### config.mk
export PLATFORM = sky130hd
export DESIGN_NAME = reg_file_wb_arbiter_flat
export DESIGN_NICKNAME = d
export VERILOG_FILES = /design/src/rtl/reg_file_pkg.sv /design/src/rtl/reg_file_wb_arbiter_if.sv /design/src/rtl/rr_arbiter.sv /design/src/rtl/reg_file_wb_arbiter.sv /design/src/flat_wrapper.sv
export SDC_FILE = /design/constraint.sdc
export NUM_CORES = 1
export LEC_CHECK = 0
export CAP_MARGIN = 20
export CORE_ASPECT_RATIO = 1.5
export CORE_MARGIN = 2
export CORE_UTILIZATION = 35
export CTS_CLUSTER_DIAMETER = 80
export DETAILED_ROUTE_END_ITERATION = 8
export PLACE_DENSITY = 0.87
export SETUP_SLACK_MARGIN = 0.5
export SLEW_MARGIN = 5
export SYNTH_ARGS = -nofsm -noshare
export SYNTH_HDL_FRONTEND = slang
export SYNTH_HIERARCHICAL = 1
export SYNTH_SLANG_ARGS = --single-unit
### constraint.sdc
create_clock -name clk -period 1.8 [get_ports clk]
set_input_delay 0.27 -clock clk [delete_from_list [all_inputs] [get_ports clk]]
set_output_delay 0.27 -clock clk [all_outputs]
set_load 0.02 [all_outputs]
### src/rtl/reg_file_pkg.sv
// Shared register-file types and constants for writeback sources and the arbiter.
package reg_file_pkg;

   localparam int unsigned DEF_ADDRESS_WIDTH = 5;
   localparam int unsigned DEF_DATA_WIDTH    = 32;
   localparam int unsigned ZERO_REG          = 0;

   // One writeback request as produced by an execute/memory source.
   typedef struct packed {
      logic                         valid;
      logic [DEF_ADDRESS_WIDTH-1:0] addr;
      logic [DEF_DATA_WIDTH-1:0]    data;
   } wb_req_t;

endpackage

### src/rtl/reg_file_wb_arbiter_if.sv
// Writeback request bus plus register-file write port.
// master: writeback sources / environment; slave: the arbiter.
interface reg_file_wb_arbiter_if
   import reg_file_pkg::*;
#(
   parameter int unsigned NUM_REQ       = 2,
   parameter int unsigned ADDRESS_WIDTH = DEF_ADDRESS_WIDTH,
   parameter int unsigned DATA_WIDTH    = DEF_DATA_WIDTH
) ();

   logic [NUM_REQ-1:0]               req_valid;
   logic [NUM_REQ*ADDRESS_WIDTH-1:0] req_addr;
   logic [NUM_REQ*DATA_WIDTH-1:0]    req_data;
   logic [NUM_REQ-1:0]               req_ready;
   logic                             we3;
   logic [ADDRESS_WIDTH-1:0]         a3;
   logic [DATA_WIDTH-1:0]            wd3;

   modport master (
      output req_valid, req_addr, req_data,
      input  req_ready, we3, a3, wd3
   );

   modport slave (
      input  req_valid, req_addr, req_data,
      output req_ready, we3, a3, wd3
   );

endinterface

### src/rtl/rr_arbiter.sv
// One-hot request arbiter. Round-robin with a registered pointer when
// WB_ARB_RR_EN is defined; otherwise stateless fixed priority (lowest index).
module rr_arbiter #(
   parameter int unsigned NUM_REQ = 2
) (
`ifdef WB_ARB_RR_EN
   input  logic               clk,
   input  logic               rst,
`endif
   input  logic [NUM_REQ-1:0] req,
   input  logic               enable,
   output logic [NUM_REQ-1:0] grant_c
);

`ifdef WB_ARB_RR_EN
   localparam int unsigned PTR_W = $clog2(NUM_REQ);

   logic [PTR_W-1:0] ptr_q, ptr_d;
   logic             found;
   logic [PTR_W-1:0] idx;
   int unsigned      pos;
   int unsigned      nxt;

   // Search from ptr upward (wrapping); first requester wins, ptr moves past it.
   always_comb begin
      grant_c = '0;
      ptr_d   = ptr_q;
      found   = 1'b0;
      idx     = '0;
      pos     = 0;
      nxt     = 0;
      for (int k = 0; k < NUM_REQ; k++) begin
         pos = 32'(ptr_q) + 32'(k);
         if (pos >= NUM_REQ) pos = pos - NUM_REQ;
         idx = PTR_W'(pos);
         if (enable && !found && req[idx]) begin
            found        = 1'b1;
            grant_c[idx] = 1'b1;
            nxt          = pos + 1;
            if (nxt == NUM_REQ) nxt = 0;
            ptr_d        = PTR_W'(nxt);
         end
      end
   end

   // Pointer register; holds when nothing is granted.
   always_ff @(posedge clk) begin
      if (rst) ptr_q <= '0;
      else     ptr_q <= ptr_d;
   end
`else
   logic found;

   // Fixed priority: lowest valid index wins.
   always_comb begin
      grant_c = '0;
      found   = 1'b0;
      for (int i = 0; i < NUM_REQ; i++) begin
         if (enable && !found && req[i]) begin
            found      = 1'b1;
            grant_c[i] = 1'b1;
         end
      end
   end
`endif

endmodule

### src/rtl/reg_file_wb_arbiter.sv
// Writeback arbiter sharing the register-file write port among NUM_REQ sources.
// Build option: WB_ARB_RR_EN selects round-robin (else fixed priority).
module reg_file_wb_arbiter #(
   parameter int unsigned ADDRESS_WIDTH = reg_file_pkg::DEF_ADDRESS_WIDTH,
   parameter int unsigned DATA_WIDTH    = reg_file_pkg::DEF_DATA_WIDTH,
   parameter int unsigned NUM_REQ       = 2
) (
   input logic                 clk,
   input logic                 rst,
   input logic                 stall,
   reg_file_wb_arbiter_if.slave wb
);
   import reg_file_pkg::*;

   logic                     en_c;
   logic [NUM_REQ-1:0]       grant_c;
   logic                     we3_q, we3_d;
   logic [ADDRESS_WIDTH-1:0] a3_q, a3_d;
   logic [DATA_WIDTH-1:0]    wd3_q, wd3_d;
   logic [ADDRESS_WIDTH-1:0] addr_c;

   // Grants are suppressed during reset and pipeline stall.
   assign en_c = !stall && !rst;

   rr_arbiter #(
      .NUM_REQ (NUM_REQ)
   ) u_arb (
`ifdef WB_ARB_RR_EN
      .clk     (clk),
      .rst     (rst),
`endif
      .req     (wb.req_valid),
      .enable  (en_c),
      .grant_c (grant_c)
   );

   assign wb.req_ready = grant_c;

   // Select the granted payload; writes to x0 are accepted but not performed.
   always_comb begin
      we3_d  = 1'b0;
      a3_d   = a3_q;
      wd3_d  = wd3_q;
      addr_c = '0;
      for (int i = 0; i < NUM_REQ; i++) begin
         if (grant_c[i]) begin
            addr_c = wb.req_addr[i*ADDRESS_WIDTH +: ADDRESS_WIDTH];
            if (addr_c != ADDRESS_WIDTH'(ZERO_REG)) begin
               we3_d = 1'b1;
               a3_d  = addr_c;
               wd3_d = wb.req_data[i*DATA_WIDTH +: DATA_WIDTH];
            end
         end
      end
   end

   // Write-port register; reset discards any pending write.
   always_ff @(posedge clk) begin
      if (rst) begin
         we3_q <= 1'b0;
         a3_q  <= '0;
         wd3_q <= '0;
      end else begin
         we3_q <= we3_d;
         a3_q  <= a3_d;
         wd3_q <= wd3_d;
      end
   end

   assign wb.we3 = we3_q;
   assign wb.a3  = a3_q;
   assign wb.wd3 = wd3_q;

endmodule

### src/flat_wrapper.sv
// flat-port wrapper written by rule: the top's interface ports become plain ports
module reg_file_wb_arbiter_flat import reg_file_pkg::*;
#(
   parameter int unsigned ADDRESS_WIDTH = reg_file_pkg::DEF_ADDRESS_WIDTH,
   parameter int unsigned DATA_WIDTH    = reg_file_pkg::DEF_DATA_WIDTH,
   parameter int unsigned NUM_REQ       = 2
)
  (clk, rst, stall, wb_req_valid, wb_req_addr, wb_req_data, wb_req_ready, wb_we3, wb_a3, wb_wd3);
  reg_file_wb_arbiter_if #(.NUM_REQ(NUM_REQ), .ADDRESS_WIDTH(ADDRESS_WIDTH), .DATA_WIDTH(DATA_WIDTH)) wb_i ();
  input logic clk;
  input logic rst;
  input logic stall;
  input wire logic [$bits(wb_i.req_valid)-1:0] wb_req_valid;
  input wire logic [$bits(wb_i.req_addr)-1:0] wb_req_addr;
  input wire logic [$bits(wb_i.req_data)-1:0] wb_req_data;
  output wire logic [$bits(wb_i.req_ready)-1:0] wb_req_ready;
  output wire logic [$bits(wb_i.we3)-1:0] wb_we3;
  output wire logic [$bits(wb_i.a3)-1:0] wb_a3;
  output wire logic [$bits(wb_i.wd3)-1:0] wb_wd3;
  assign wb_i.req_valid = wb_req_valid;
  assign wb_i.req_addr = wb_req_addr;
  assign wb_i.req_data = wb_req_data;
  assign wb_req_ready = wb_i.req_ready;
  assign wb_we3 = wb_i.we3;
  assign wb_a3 = wb_i.a3;
  assign wb_wd3 = wb_i.wd3;
  reg_file_wb_arbiter #(.ADDRESS_WIDTH(ADDRESS_WIDTH), .DATA_WIDTH(DATA_WIDTH), .NUM_REQ(NUM_REQ)) u_core (.clk(clk), .rst(rst), .stall(stall), .wb(wb_i));
endmodule
==> results of run 1 <==
-- metrics by stage --
stage               setup WS [ns]  cells  hold WS, ns  area, um2
floorplan                   0.305    214        0.430       1770
global placement           -0.259    397        0.455       3050
detailed placement         -0.333    397        0.461       3050
CTS                         0.281    428        0.234       3590
global route                0.210    429        0.220       3640
finish                      0.255    430        0.223       3640
-- critical path: stages --
cell and delay [ns]:
buf_6 0.09, or4_4 0.54, o21ai_4 0.19, buf_6 0.16, buf_12 0.11, buf_16 0.11
nor2_1 0.04, a311oi_1 0.22
-- routing by layer --
layer	up-vias	global-route usage (%)	wire length [um]
li1	1070	-	-
met1	1099	30.2	2910
met5	-	0	0
met3	17	6.76	558
met4	0	11.2	197
met2	116	52.7	4320
-- cell usage after synthesis, types with 4 or more instances --
cell,instances,share of area [%]
a22o_1,5,2.5
a22oi_1,5,2.2
a311oi_1,32,16
buf_2,6,1.7
buf_6,4,2.6
clkbuf_1,7,1.5
dfxtp_1,38,44
nand2_1,64,14
nor2_1,38,8.2
o41ai_1,5,2.5
-- timing repair --
action	4_1_cts	5_1_grt
hold buffers	0	0
pin swaps	24	6
buffers inserted	13	1
resized for setup	127	21
cloned	11	0
setup endpoints to repair	78	42
-- logic make-up after synthesis --
kind of cell	count (synthesis)	share of synthesized area, %
AOI/OAI and AO/OA	51	25.6
buffers and inverters	18	6.07
DFF	38	43.9
and+or+nand+nor	107	24.4
-- where the power goes --
part | internal [mW] | leakage, nW | switching, mW
sequential | 0.887 | 0.310 | 0.0233
combinational | 0.326 | 1.19 | 0.255
clock | 0.260 | 0.0438 | 0.298
-- cells in the final DEF (no fill, tap or decap), drive strengths merged, types with 3 or more instances in the layout --
master         count
dfxtp             38
a22oi              5
dlygate4sd2       38
clkdlybuf4s50     65
a22o               5
buf               51
nand2             64
clkdlybuf4s15      3
nor2              38
a311oi            32
o41ai              5
clkbuf             7
-- sequential cells by signal, summed over array words and instances, names as in the netlist --
name	cells
u_core/wb.a3	5
u_core/wb.wd3	32
u_core/wb.we3	1
-- area by class of cell --
type                            count  area [um2]  share of cell area [%]
Timing Repair Buffer              159        1690                    46.3
Clock buffer                        5        68.8                    1.89
Multi-Input combinational cell    159        1030                    28.4
Antenna cell                        1        2.50                  0.0687
Clock inverter                      2        10.0                   0.275
Tap cell                           66        82.6                    2.27
Sequential cell                    38         761                    20.9
-- worst paths after layout --
check | startpoint | to | slack, ns | depth (start not counted)
worst max-delay path | wb_req_addr[7] | u_core/wb.wd3[25] | 0.26 | 8
worst min-delay path | wb_req_addr[6] | u_core/wb.a3[1] | 0.22 | 3
worst max register to register | u_core/wb.a3[0] | u_core/wb.a3[0] | 0.96 | 3
worst min register to register | u_core/wb.wd3[18] | u_core/wb.wd3[18] | 0.48 | 2
==> results_dict.tcl, run 1 <==
set metrics [dict create \
    die_y_um 90.1 \
    die_x_um 61.4 \
    status "finished, final reports clean" \
    worst_slew_pin_slew_ns 0.520 \
    cts_root_buf "clkbuf_8" \
    period_minus_slack_ns 1.54 \
    start_kind "input port" \
    critical_path_class "input port to flop" \
    ys_types 20 \
    path_clk_slew_ns 0.08 \
    drtPass1Iterations 4 \
    p_leak_nw 1.54 \
    dpl.hpwl_um 4210 \
    synth.net_count 293 \
    antenna_found_initial 1 \
    period_share_pct 85.8 \
    syn_area_per_cell_um2 8.09 \
    setup_viol 0 \
    grt_max_degree 39 \
    p_per_area_nw_per_um2 562 \
    cts_sinks 38 \
    min_path_type "input port to flop" \
    yosysWarnings 6 \
    power_mw 2.05 \
    max_slew_margin_pct 65.3 \
    wl_um 7990 \
    vdd_drop_max_uv 369 \
    rows 31 \
    routedWlPerCell_um 18.6 \
    synth_seq_area_share_pct 43.9 \
    hold_viol 0 \
    arrival_ns 1.75 \
    boundaryPins 119 \
    async_flop_share_pct 0 \
    cp_max_fo 7 \
    synth_cells 214 \
    drive_gt1_share_pct 25.9 \
    via_count 2302 \
    grt_pass1_wl_um 12000 \
    grt_pass1_vias 2430 \
    ys_ff_latch 38 \
    track_usage_pct 29.0 \
    synth_area_um2 1730 \
    drc 0 \
    clkLatencyLatePin_ns 0.28 \
    fill_cells 360 \
    htreeDepth 2 \
    synth_ff_type "dfxtp_1" \
    fin_skew_ns 0 \
    cts_tree "yes" \
    final_util_pct 75.8 \
    tns_ns 0 \
    rsz0062_at_grt "true" \
    die-area_um2 5540 \
    synth_edf_count 0 \
    drv_cap 0 \
    endpoint_kind "flop" \
    gp_congestion 0.812 \
    core_um2 4810 \
    required_ns 2.00 \
    overflow 0 \
    max_freq_mhz 647 \
    cts_buffers 5 \
    portBuffers 118 \
    fin_nets 442 \
    area_delta_synth_final_pct 110 \
    drtIter0Drc 137 \
    vias_per_cell 5.35 \
    slew_viol_final 0 \
    cts_buffer_depth 2 \
    ant_nets 0 \
    initial_core_util_pct 36.0 \
]
No activity file was read; power rests on OpenSTA's default activity.
==> inputs of run 2 (changes only) <==
--- a/config.mk
+++ b/config.mk
@@ -6,7 +6,7 @@
 export NUM_CORES = 1
 export LEC_CHECK = 0
 export CAP_MARGIN = 20
-export CORE_ASPECT_RATIO = 1.5
+export CORE_ASPECT_RATIO = 1.2
 export CORE_MARGIN = 2
 export CORE_UTILIZATION = 35
 export CTS_CLUSTER_DIAMETER = 80
==> run 2 against run 1 <==
  * Non-clock buffer count increased by 11
  * Routed wire length increased by 11%
  * Design area increased by 7.3%
  * Combinational power increased by 7.4%
  * Register-to-register slack got worse by 0.06 ns
  * Via count increased by 5.4%
  * Sequential cell count unchanged
  * Final cell count increased by 1.2%
  * Largest cell class unchanged
  * Largest power group unchanged
==> results_dict.tcl, run 2 (synthesis gave the netlist of run 1 again) <==
set metrics [dict create \
    period_share_pct 86.4 \
    final_cell_mix "65 x clkdlybuf4s50_1, 59 x nand2_1, 38 x dfxtp_1, 35 x dlygate4sd2_1, 25 x nor2_1" \
    setup_viol 0 \
    core_um2 4830 \
    initial_core_util_pct 35.8 \
    preCtsSetupSlack_ns -0.351 \
    cp_max_fo 5 \
    wl_um 8830 \
    drv_cap 0 \
    max_slew_margin_pct 64.9 \
    path_buf_inv 4 \
    min_path_type "input port to flop" \
    routedWlPerCell_um 20.3 \
    fin_ws_ns 0.246 \
    start_kind "input port" \
    final_common_cell "clkdlybuf4s50_1" \
    rsz0062_at_grt "true" \
    fin_nets 454 \
    boundaryPins 119 \
    dpl.hpwl_um 4260 \
    status "finished, final reports clean" \
    vias_per_cell 5.58 \
    critical_path.max_stage_delay_ns 0.54 \
    path_clk_slew_ns 0.08 \
    fin_skew_ns 0 \
    drtPass1Iterations 4 \
    gp_congestion 0.721 \
    max_freq_mhz 643 \
    via_count 2426 \
    die_x_um 68.2 \
    crit_slowest_cell "or4_4" \
    slew_viol_final 0 \
    cts_tree "yes" \
    cts_buffers 5 \
    seqCellArea_um2 761 \
    grt_max_degree 39 \
    drtIter0Drc 142 \
    area_delta_synth_final_pct 126 \
    p_leak_nw 1.65 \
    fill_cells 291 \
    htreeDepth 2 \
    overflow 0 \
    multiInputGateArea_um2 1080 \
    antenna_cells 0 \
    required_ns 1.99 \
    worstPathCellList "buf_6 > or4_4 > o21ai_4 > buf_6 > buf_12 > buf_12 > nor2_2 > a311oi_1" \
    cts_hold_buf 0 \
    clkLatencyLatePin_ns 0.28 \
    placed_cells 389 \
    finalNonFillerCells 435 \
    grt_pass1_wl_um 12500 \
    hold_viol 0 \
    ant_nets 0 \
    drc 0 \
    die_y_um 81.1 \
    cts_buffer_depth 2 \
    largest_register_ffs 32 \
    period_minus_slack_ns 1.55 \
    portBuffers 118 \
    endpoint_kind "flop" \
    cts_root_buf "clkbuf_8" \
    arrival_ns 1.74 \
    cts_sinks 38 \
    antenna_found_initial 0 \
    grt_pass1_vias 2536 \
    rows 28 \
    die-area_um2 5530 \
    critical_path_class "input port to flop" \
    p_per_area_nw_per_um2 540 \
    tns_ns 0 \
    critPathTopFamily "simple AND/OR/NAND/NOR gates" \
    final_util_pct 80.9 \
    track_usage_pct 31.0 \
    worst_slew_pin_slew_ns 0.527 \
    vdd_drop_max_uv 440 \
    drive_gt1_share_pct 30.4 \
]
==> run 2: cell count changes in the layout (fill, tap and decap cells not counted), moves of 2 or more <==
cell             before  now
clkdlybuf4s15_1       3    7
nor2_4                1    5
buf_4                17   14
clkbuf_2              2    6
nand2_1              61   59
buf_8                 0    5
nand2_2               3    5
buf_12                5    8
nor2_1               33   25
dlygate4sd2_1        38   35
nor2_2                4    8
buf_2                 6    3
==> run 2: cell type report <==
cell class	instances	area share [%]
clock buffer	5	1.76
timing repair buffer	170	49.0
multi-input combinational	160	27.6
tap	60	1.92
clock inverter	2	0.256
sequential	38	19.5
==> run 2: repair_timing <==
item                       CTS  global route
resized for setup          144            26
setup endpoints to repair   78            45
pin swaps                   28            13
gates cloned                14             1
buffers inserted            20             4
==> run 2: tightest hold or removal path: cells and delay by family <==
kind                   cells  cell delay (ns)
AOI/OAI and AO/OA          1             0.06
buffers and inverters      1             0.07
and+or+nand+nor            1             0.08
==> run 2: layer usage <==
metal	track usage (%)	share of wire, %	vias to the layer above	wire length, um
met5	0	0	-	0
met4	12.8	3.4	0	297
met3	8.45	8.0	28	702
met2	58.6	52	125	4630
met1	30.8	36	1174	3200
li1	-	-	1099	-
==> run 2: report_power, final <==
part	switching (mW)	leakage, nW	total, mW	internal, mW
Sequential	0.0269	0.310	0.914	0.887
Clock	0.315	0.0438	0.576	0.261
Combinational	0.270	1.29	0.623	0.353
Total	0.612	1.65	2.11	1.50
==> run 2: worst paths after layout <==
| kind | startpoint | to | slack [ns] | cells past startpoint |
|---|---|---|---|---|
| setup reg to reg | u_core/wb.a3[3] | u_core/wb.a3[3] | 0.90 | 3 |
| setup / recovery | wb_req_addr[9] | u_core/wb.wd3[10] | 0.25 | 8 |
| hold reg to reg | u_core/wb.wd3[22] | u_core/wb.wd3[22] | 0.48 | 2 |
| hold / removal | wb_req_addr[7] | u_core/wb.a3[2] | 0.24 | 3 |
==> run 2: metrics by stage <==
step                      instance area, um2  power (mW)  hold slack (ns)
final                                   3910        2.11            0.237
after global routing                    3910        2.18            0.252
after CTS                               3820        2.07            0.234
after detailed placement                3030        1.42            0.468
after global placement                  3030        1.41            0.459
after floorplan                         1770        1.11            0.430
